$ cat src/rtl/vic_cfg_master.sv
// vic_cfg_master: sequencing initiator for the VIC configuration register bank.
// Handles single-register write/read commands and a 32-register burst load.
// Optional feature macro: VIC_CFG_VERIFY_EN adds a full readback compare after
// each burst load (BRD/BCHK states) and drives o_verify_err; when undefined the
// burst ends straight after the write phase and o_verify_err is tied low.
module vic_cfg_master (
  input  logic         clk,
  input  logic         rst,
  input  logic         i_cmd_valid,
  output logic         o_cmd_ready,
  input  logic [1:0]   i_cmd_op,
  input  logic [4:0]   i_cmd_addr,
  input  logic [3:0]   i_cmd_data,
  input  logic [127:0] i_preset,
  output logic         o_rsp_valid,
  input  logic         i_rsp_ready,
  output logic [3:0]   o_rsp_data,
  output logic         o_done,
  output logic         o_verify_err,
  output logic [4:0]   o_VIC_regaddr,
  output logic [3:0]   o_VIC_data,
  output logic         o_VIC_we,
  output logic         o_VIC_re,
  input  logic [3:0]   i_VIC_data
);

  typedef enum logic [3:0] {
    IDLE,
    WR,
    RD,
    RD_WAIT,
    RSP,
    BWR,
    BRD,
    BCHK,
    DONE
  } state_t;

  state_t       state;
  logic [4:0]   burst_addr;
  logic [4:0]   next_addr;
  logic [127:0] preset_q;
  logic         accept;

  assign next_addr   = burst_addr + 5'd1;
  assign o_cmd_ready = (state == IDLE) && !rst;
  assign accept      = i_cmd_valid && o_cmd_ready;

`ifdef VIC_CFG_VERIFY_EN
  logic       verify_err;
  logic [4:0] prev_addr;

  assign prev_addr    = burst_addr - 5'd1;
  assign o_verify_err = verify_err;
`else
  assign o_verify_err = 1'b0;
`endif

  // Command sequencer: all bank strobes and host outputs are registered on state entry
  always_ff @(posedge clk) begin
    if (rst) begin
      state         <= IDLE;
      burst_addr    <= 5'd0;
      preset_q      <= 128'd0;
      o_rsp_valid   <= 1'b0;
      o_rsp_data    <= 4'd0;
      o_done        <= 1'b0;
      o_VIC_we      <= 1'b0;
      o_VIC_re      <= 1'b0;
      o_VIC_regaddr <= 5'd0;
      o_VIC_data    <= 4'd0;
`ifdef VIC_CFG_VERIFY_EN
      verify_err    <= 1'b0;
`endif
    end else begin
      o_VIC_we <= 1'b0;
      o_VIC_re <= 1'b0;
      o_done   <= 1'b0;
      case (state)
        IDLE: begin
          if (accept) begin
            preset_q <= i_preset;
            case (i_cmd_op)
              2'b00: begin
                state         <= WR;
                o_VIC_we      <= 1'b1;
                o_VIC_regaddr <= i_cmd_addr;
                o_VIC_data    <= i_cmd_data;
              end
              2'b01: begin
                state         <= RD;
                o_VIC_re      <= 1'b1;
                o_VIC_regaddr <= i_cmd_addr;
              end
              2'b10: begin
                state         <= BWR;
                burst_addr    <= 5'd0;
                o_VIC_we      <= 1'b1;
                o_VIC_regaddr <= 5'd0;
                o_VIC_data    <= i_preset[3:0];
`ifdef VIC_CFG_VERIFY_EN
                verify_err    <= 1'b0;
`endif
              end
              default: begin
                state <= IDLE;
              end
            endcase
          end
        end
        WR: begin
          state <= IDLE;
        end
        RD: begin
          state <= RD_WAIT;
        end
        RD_WAIT: begin
          o_rsp_data  <= i_VIC_data;
          o_rsp_valid <= 1'b1;
          state       <= RSP;
        end
        RSP: begin
          if (i_rsp_ready) begin
            o_rsp_valid <= 1'b0;
            state       <= IDLE;
          end
        end
        BWR: begin
          if (burst_addr == 5'd31) begin
`ifdef VIC_CFG_VERIFY_EN
            state         <= BRD;
            burst_addr    <= 5'd0;
            o_VIC_re      <= 1'b1;
            o_VIC_regaddr <= 5'd0;
`else
            state         <= DONE;
            o_done        <= 1'b1;
`endif
          end else begin
            burst_addr    <= next_addr;
            o_VIC_we      <= 1'b1;
            o_VIC_regaddr <= next_addr;
            o_VIC_data    <= preset_q[{next_addr, 2'b00} +: 4];
          end
        end
`ifdef VIC_CFG_VERIFY_EN
        BRD: begin
          if ((burst_addr != 5'd0) && (i_VIC_data != preset_q[{prev_addr, 2'b00} +: 4])) begin
            verify_err <= 1'b1;
          end
          if (burst_addr == 5'd31) begin
            state <= BCHK;
          end else begin
            burst_addr    <= next_addr;
            o_VIC_re      <= 1'b1;
            o_VIC_regaddr <= next_addr;
          end
        end
        BCHK: begin
          if (i_VIC_data != preset_q[127:124]) begin
            verify_err <= 1'b1;
          end
          state  <= DONE;
          o_done <= 1'b1;
        end
`endif
        DONE: begin
          state <= IDLE;
        end
        default: begin
          state <= IDLE;
        end
      endcase
    end
  end

endmodule

$ cat config.mk
export PLATFORM = sky130hd
export DESIGN_NAME = vic_cfg_master
export DESIGN_NICKNAME = d
export VERILOG_FILES = /design/src/rtl/vic_cfg_master.sv
export SDC_FILE = /design/constraint.sdc
export NUM_CORES = 1
export LEC_CHECK = 0
export BUFFER_PORTS_ARGS = -buffer_cell sky130_fd_sc_hd__buf_2
export CORE_ASPECT_RATIO = 1.25
export CORE_UTILIZATION = 27
export CTS_BUF_LIST = sky130_fd_sc_hd__clkbuf_16
export DETAILED_ROUTE_END_ITERATION = 12
export PLACE_DENSITY_LB_ADDON = 0.15
export REMOVE_ABC_BUFFERS = 1
export SYNTH_ARGS = -nofsm -noshare
export SYNTH_HDL_FRONTEND = slang
export SYNTH_SLANG_ARGS = --single-unit
$ cat constraint.sdc
create_clock -name clk -period 2.5 [get_ports clk]
set_input_delay 0.375 -clock clk [delete_from_list [all_inputs] [get_ports clk]]
set_output_delay 0.375 -clock clk [all_outputs]
set_load 0.1 [all_outputs]
Yosys cells after proc, flatten, opt, wreduce, memory -nomap -nowiden. Cells that the tools add are included.

Add/subtract/negate cells: 1. Eq/ne operators: 14. Shift operators: 1. Mux-type cells: 24. Bitwise operators: 3. Reductions and logical operators: 17.

Operator list (count): 128-bit by 8-bit variable part select with 4-bit output (1); 5-bit one-hot mux with 2 select lines (3); 4-bit two-way mux (5); 5-bit two-way mux (4); 4-bit one-hot mux with 5 select lines (1); 4-bit one-hot mux with 2 select lines (2); 4-bit AND reduction (3); 3-bit one-hot mux with 3 select lines (1); 4-bit by 2-bit equality test with 1-bit output (second input constant) (2); 4-bit by 3-bit equality test with 1-bit output (second input constant) (2); 2-bit inequality test (second input constant) (4); 1-bit two-way mux (6); 2-bit OR reduction (3); 5-bit by 1-bit adder with 5-bit output (second input constant) (1); 5-bit equality test (second input constant) (1); 4-bit zero test (1); 1-bit one-hot mux with 2 select lines (2); 2-bit AND reduction (2); 2-bit nonzero test (2); 3-bit by 1-bit inequality test with 1-bit output (second input constant) (1); 3-bit by 2-bit inequality test with 1-bit output (second input constant) (1); 1-bit inverter (3); 3-bit AND reduction (1); 3-bit OR reduction (1); other kinds (6) (7).

Register bits after elaboration: 154. Input port bits: 147. Output and inout bits: 19.

Longest topological paths before layout.
Depth after elaboration: 5. Depth in mapped cells: 9. Gate-level depth less buffers: 8.

Worst setup path before layout. No wires, ideal clock.

Kind: register to register. Start: reg state[0]. End: reg o_VIC_data[2]. Arrival time: 2759 ps. Data required time: 2358 ps. Setup slack: -401 ps. Stages on the path, launching flop included: 7. Period minus slack after synthesis: 2901 ps. Cells stage by stage: dfxtp_1 -> or4_1 -> buf_6 -> nor2_1 -> a31oi_1 -> a21oi_1 -> a221oi_2.

Longest elaborated chain between the ends: 5. Elaborated cells between the ends (all ways): 10.

Ends and longest elaborated chain: start, declared (RTL line 39) `state_t state;`; start signal, assigned (RTL line 62) `state <= IDLE;`; start signal, assigned (RTL line 85) `state <= WR;`; start signal, assigned (RTL line 91) `state <= RD;`; 4-bit zero test (RTL line 46) `assign o_cmd_ready = (state == IDLE) && !rst;`; 1-bit logical AND (RTL line 46); via o_cmd_ready (RTL line 10) `output logic o_cmd_ready,`; 1-bit logical AND (RTL line 47) `assign accept = i_cmd_valid && o_cmd_ready;`; 2-bit inequality test (no source line); 4-bit AND reduction (no source line); end signal, assigned (RTL line 88) `o_VIC_data <= i_cmd_data;`; end signal, assigned (RTL line 100) `o_VIC_data <= i_preset[3:0];`; end signal, assigned (RTL line 143) `o_VIC_data <= preset_q[{next_addr, 2'b00} +: 4];`; end, declared (RTL line 21) `output logic [3:0] o_VIC_data,`.

The timed path passes the listed nets, and every way through them passes these cells. A chain may end at the register's enable or synchronous reset.

Worst setup path after layout.
Start: reg state[0]. End: out o_cmd_ready.

Longest elaborated chain between the ends: 2.

Ends and longest elaborated chain (RTL line): 4-bit zero test (46); 1-bit logical AND (46); end, declared (10).

Every way passes these cells.

==> flow_summary.yaml <==
pwr:
  power_frac_seq_pct: 39.0
  total_power_uw: 7991
  p_sw_share_pct: 33.42
  switchingPower_uw: 2671
  p_int_uw: 5320
  clkPwrFrac_pct: 34.0
  ir_worst_vdd_uv: 360.3
  comb_power_share_pct: 27.1
  powerDensity_mw_per_mm2: 872.8
  p_leak_uw: 0.003492
cells_and_area:
  n_fill_cell: 2862
  fin_nets: 1076
  design_area_sq_mm: 0.009155
  layout-drive-gt1-share_pct: 36.03
  final_util_pct: 34.13
  insertedDiodeCount: 0
  syn2layout_area_growth_pct: 24.46
timing:
  rsz0062_at_grt: "no"
  finalCritPeriodShare_pct: 92.61
  worst_slack_ns: 0.1847
  maxSlewHeadroom_pct: 52.98
  fmax_mhz: 431.9
  slew_violations: 0
  timing.setup.tns_ns: 0
  finalCriticalPeriod_ns: 2.315
  skew_ns: 0.007503
  final-hold-violation-count: 0
  setup_viol: 0
  tightest_slew_ns: 0.7053
global_route:
  grt_antenna_before_repair: 0
  grt_usage_pct: 15.14
  grt_overflow: 0
  grt_pass1_vias: 5794
  grt_pass1_wl_um: 31970
  grt_max_degree: 79
worst_setup_path:
  r2r_end: "o_VIC_data[1]$_SDFFE_PP0P_"
  rr_worst_depth: 6
  path_class: "flip-flop to output port"
  r2r_slack_ns: 0.20
  worstReg2RegStart: "burst_addr[1]$_SDFFE_PP0P_"
  worstPathRequired_ns: 2.12
  crit_path_end_kind: "output port"
  arrival_ns: 1.94
  setup.worst_path.start_class: "flip-flop"
  path_max_fanout: 9
placement:
  io_buffers: 164
  place_congestion: 0.7738
  dp_slack_ns: 0.1238
  placed_cell_area_sq_mm: 0.008546
  dpl.hpwl_um: 14780
min_path:
  hold_class: "input pin to flip-flop"
  hold_start: "i_preset[54]"
  whs_path_depth: 3
  hold_end: "preset_q[54]$_SDFFE_PP0P_"
cts:
  clk_pin_slew_ns: 0.07
  cts_buffers: 17
  clk_path_buf_depth: 2
  postCtsResizedCells: 1
  htreeDepth: 4
  root_buffer: "clkbuf_16"
  clock_latency_ns: 0.42
  post-cts-setup-buffers: 0
  holdBufCountCts: 0
  cts_tree: "yes"
  clock_sinks: 154
route:
  wl_met2_um: 10740
  vias: 5747
  wl_met3_um: 619
  wl_um: 20620
  drc: 0
  wl_per_cell_um: 16.07
  highest_layer: "met4"
  dr.pass1.iters: 6
  wl_met1_um: 9064
  avgViaCountPerCell: 4.479
  drtAntennaViolNets: 0
  dr.first_iter.drc_count: 245
outcome:
  outcome: "finished, final reports clean"
floorplan:
  dieArea_sq_mm: 0.02791
  coreArea_sq_mm: 0.02683
  dieHeight_um: 186.5
  start_util_pct: 27.42
  rows: 67
  ios: 166
  die_w_um: 149.6
synth:
  synth_cell_type_count: 47
  yosysWarnings: 0
  syn-mean-instance-area_sq_um: 9.406
  yosys.area.top_type: "dfxtp_1"
  syn_area_sq_mm: 0.007356
  synth_seq_cells: 154
  ys_seq_area_share_pct: 41.91
  synth_area_leaders: "dfxtp_1 42%, nand2b_1 11%, mux4_2 10%, o21ai_0 6.3%, nand2_1 4.9%"
  syn-instance-count: 782
  yosysTopAreaCellShare_pct: 41.91
job:
  cap_violations: 0
==> power by group through the flow <==
stage	registers, uW	logic [uW]	clock network [uW]
2_1_floorplan	3540	1060	0
3_3_place_gp	3170	2180	0
3_5_place_dp	3170	2190	0
4_1_cts	3120	2200	2790
5_1_grt	3160	2360	2900
6_report	3110	2160	2720
==> cell families after synthesis <==
| family | Yosys count | share of synthesized area, % |
|---|---|---|
| and+or+nand+nor | 328 | 23.81 |
| AOI/OAI and AO/OA | 170 | 14.68 |
| DFF | 154 | 41.91 |
| buffers and inverters | 68 | 5.596 |
| muxes | 56 | 13.25 |
| xor gates and xnor gates | 3 | 0.3573 |
| adders and majority gates | 2 | 0.3401 |
| other | 1 | 0.05098 |
==> routing by layer <==
| layer | global-route usage, % | up-vias |
|---|---|---|
| li1 | - | 2955 |
| met1 | 18.66 | 2674 |
| met2 | 26.58 | 105 |
| met3 | 2.567 | 13 |
| met4 | 4.396 | 0 |
| met5 | 0 | - |
==> Yosys cell counts (all sizes together) <==
master and n:
dfxtp 154, a2111o 1, nand3 8, and3 4, nor3 3, buf 28
nand3b 1, nand4bb 1, nor2b 5, o21ai 134, nor4bb 1, inv 6
a221oi 1, nor2 32, a31oi 2, o32ai 1, or4 1, xor2 2
o31ai 2, a2111oi 1, mux2 1, a21oi 14, o21bai 1, a211oi 8
ha 2, mux2i 22, o221ai 1, conb 1, nand2 136, a311oi 1
nand2b 129, mux4 33, a221o 2, clkbuf 34, nor4 1, xnor2 1
nor3b 3, and3b 1, o2bb2ai 1, and2 2
==> final cells by class <==
class	count	area (sq um)	area share, %
Tap cell	345	431.7	4.715
Timing Repair Buffer	188	1119	12.22
Inverter	6	22.52	0.2460
Clock buffer	17	425.4	4.647
Clock inverter	13	178.9	1.954
Multi-Input combinational cell	560	3894	42.53
Sequential cell	154	3084	33.69
==> through the flow <==
| stage | hold slack [ns] | instances |
|---|---|---|
| final | 0.1435 | 1283 |
| after floorplan | 0.4412 | 720 |
| after detailed placement | 0.4600 | 1253 |
| after CTS | 0.1266 | 1283 |
| after global routing | 0.1246 | 1283 |
| after global placement | 0.4580 | 1253 |
==> worst max path at each step <==
stage                                    start                    endpoint  slack [ns]  cells past startpoint
floorplan           burst_addr[0]$_SDFFE_PP0P_  o_VIC_data[2]$_SDFFE_PP0P_       -1.56                      6
global placement    burst_addr[1]$_SDFFE_PP0P_  o_VIC_data[1]$_SDFFE_PP0P_        0.15                      6
detailed placement  burst_addr[1]$_SDFFE_PP0P_  o_VIC_data[1]$_SDFFE_PP0P_        0.12                      6
CTS                 burst_addr[1]$_SDFFE_PP0P_  o_VIC_data[1]$_SDFFE_PP0P_        0.12                      6
global route        burst_addr[1]$_SDFFE_PP0P_  o_VIC_data[1]$_SDFFE_PP0P_        0.02                      6
finish                   state[0]$_SDFFE_PP0P_                 o_cmd_ready        0.18                      3
==> state kept, by name, summed over array words and instances, names as in the netlist <==
register	cells
o_VIC_regaddr	5
o_rsp_data	4
o_rsp_valid	1
o_VIC_re	1
o_VIC_data	4
preset_q	128
burst_addr	5
o_done	1
state	4
o_VIC_we	1
==> worst max-delay path: stages (launching register included) <==
cell,delay (ns)
dfxtp_1,0.39
or4_4,0.63
nor2_1,0.28
buf_12,0.22
==> cells in the final DEF, fill, tap and decap left out, types with 22 or more instances in the layout <==
cell / instances
buf_2: 162
dfxtp_1: 153
nand2b_1: 129
nand2_1: 96
o21ai_0: 93
o21ai_2: 41
nand2_2: 40
mux4_2: 33
nor2_1: 31
mux2i_1: 22
Note: power is estimated with default switching activity, not from simulation.
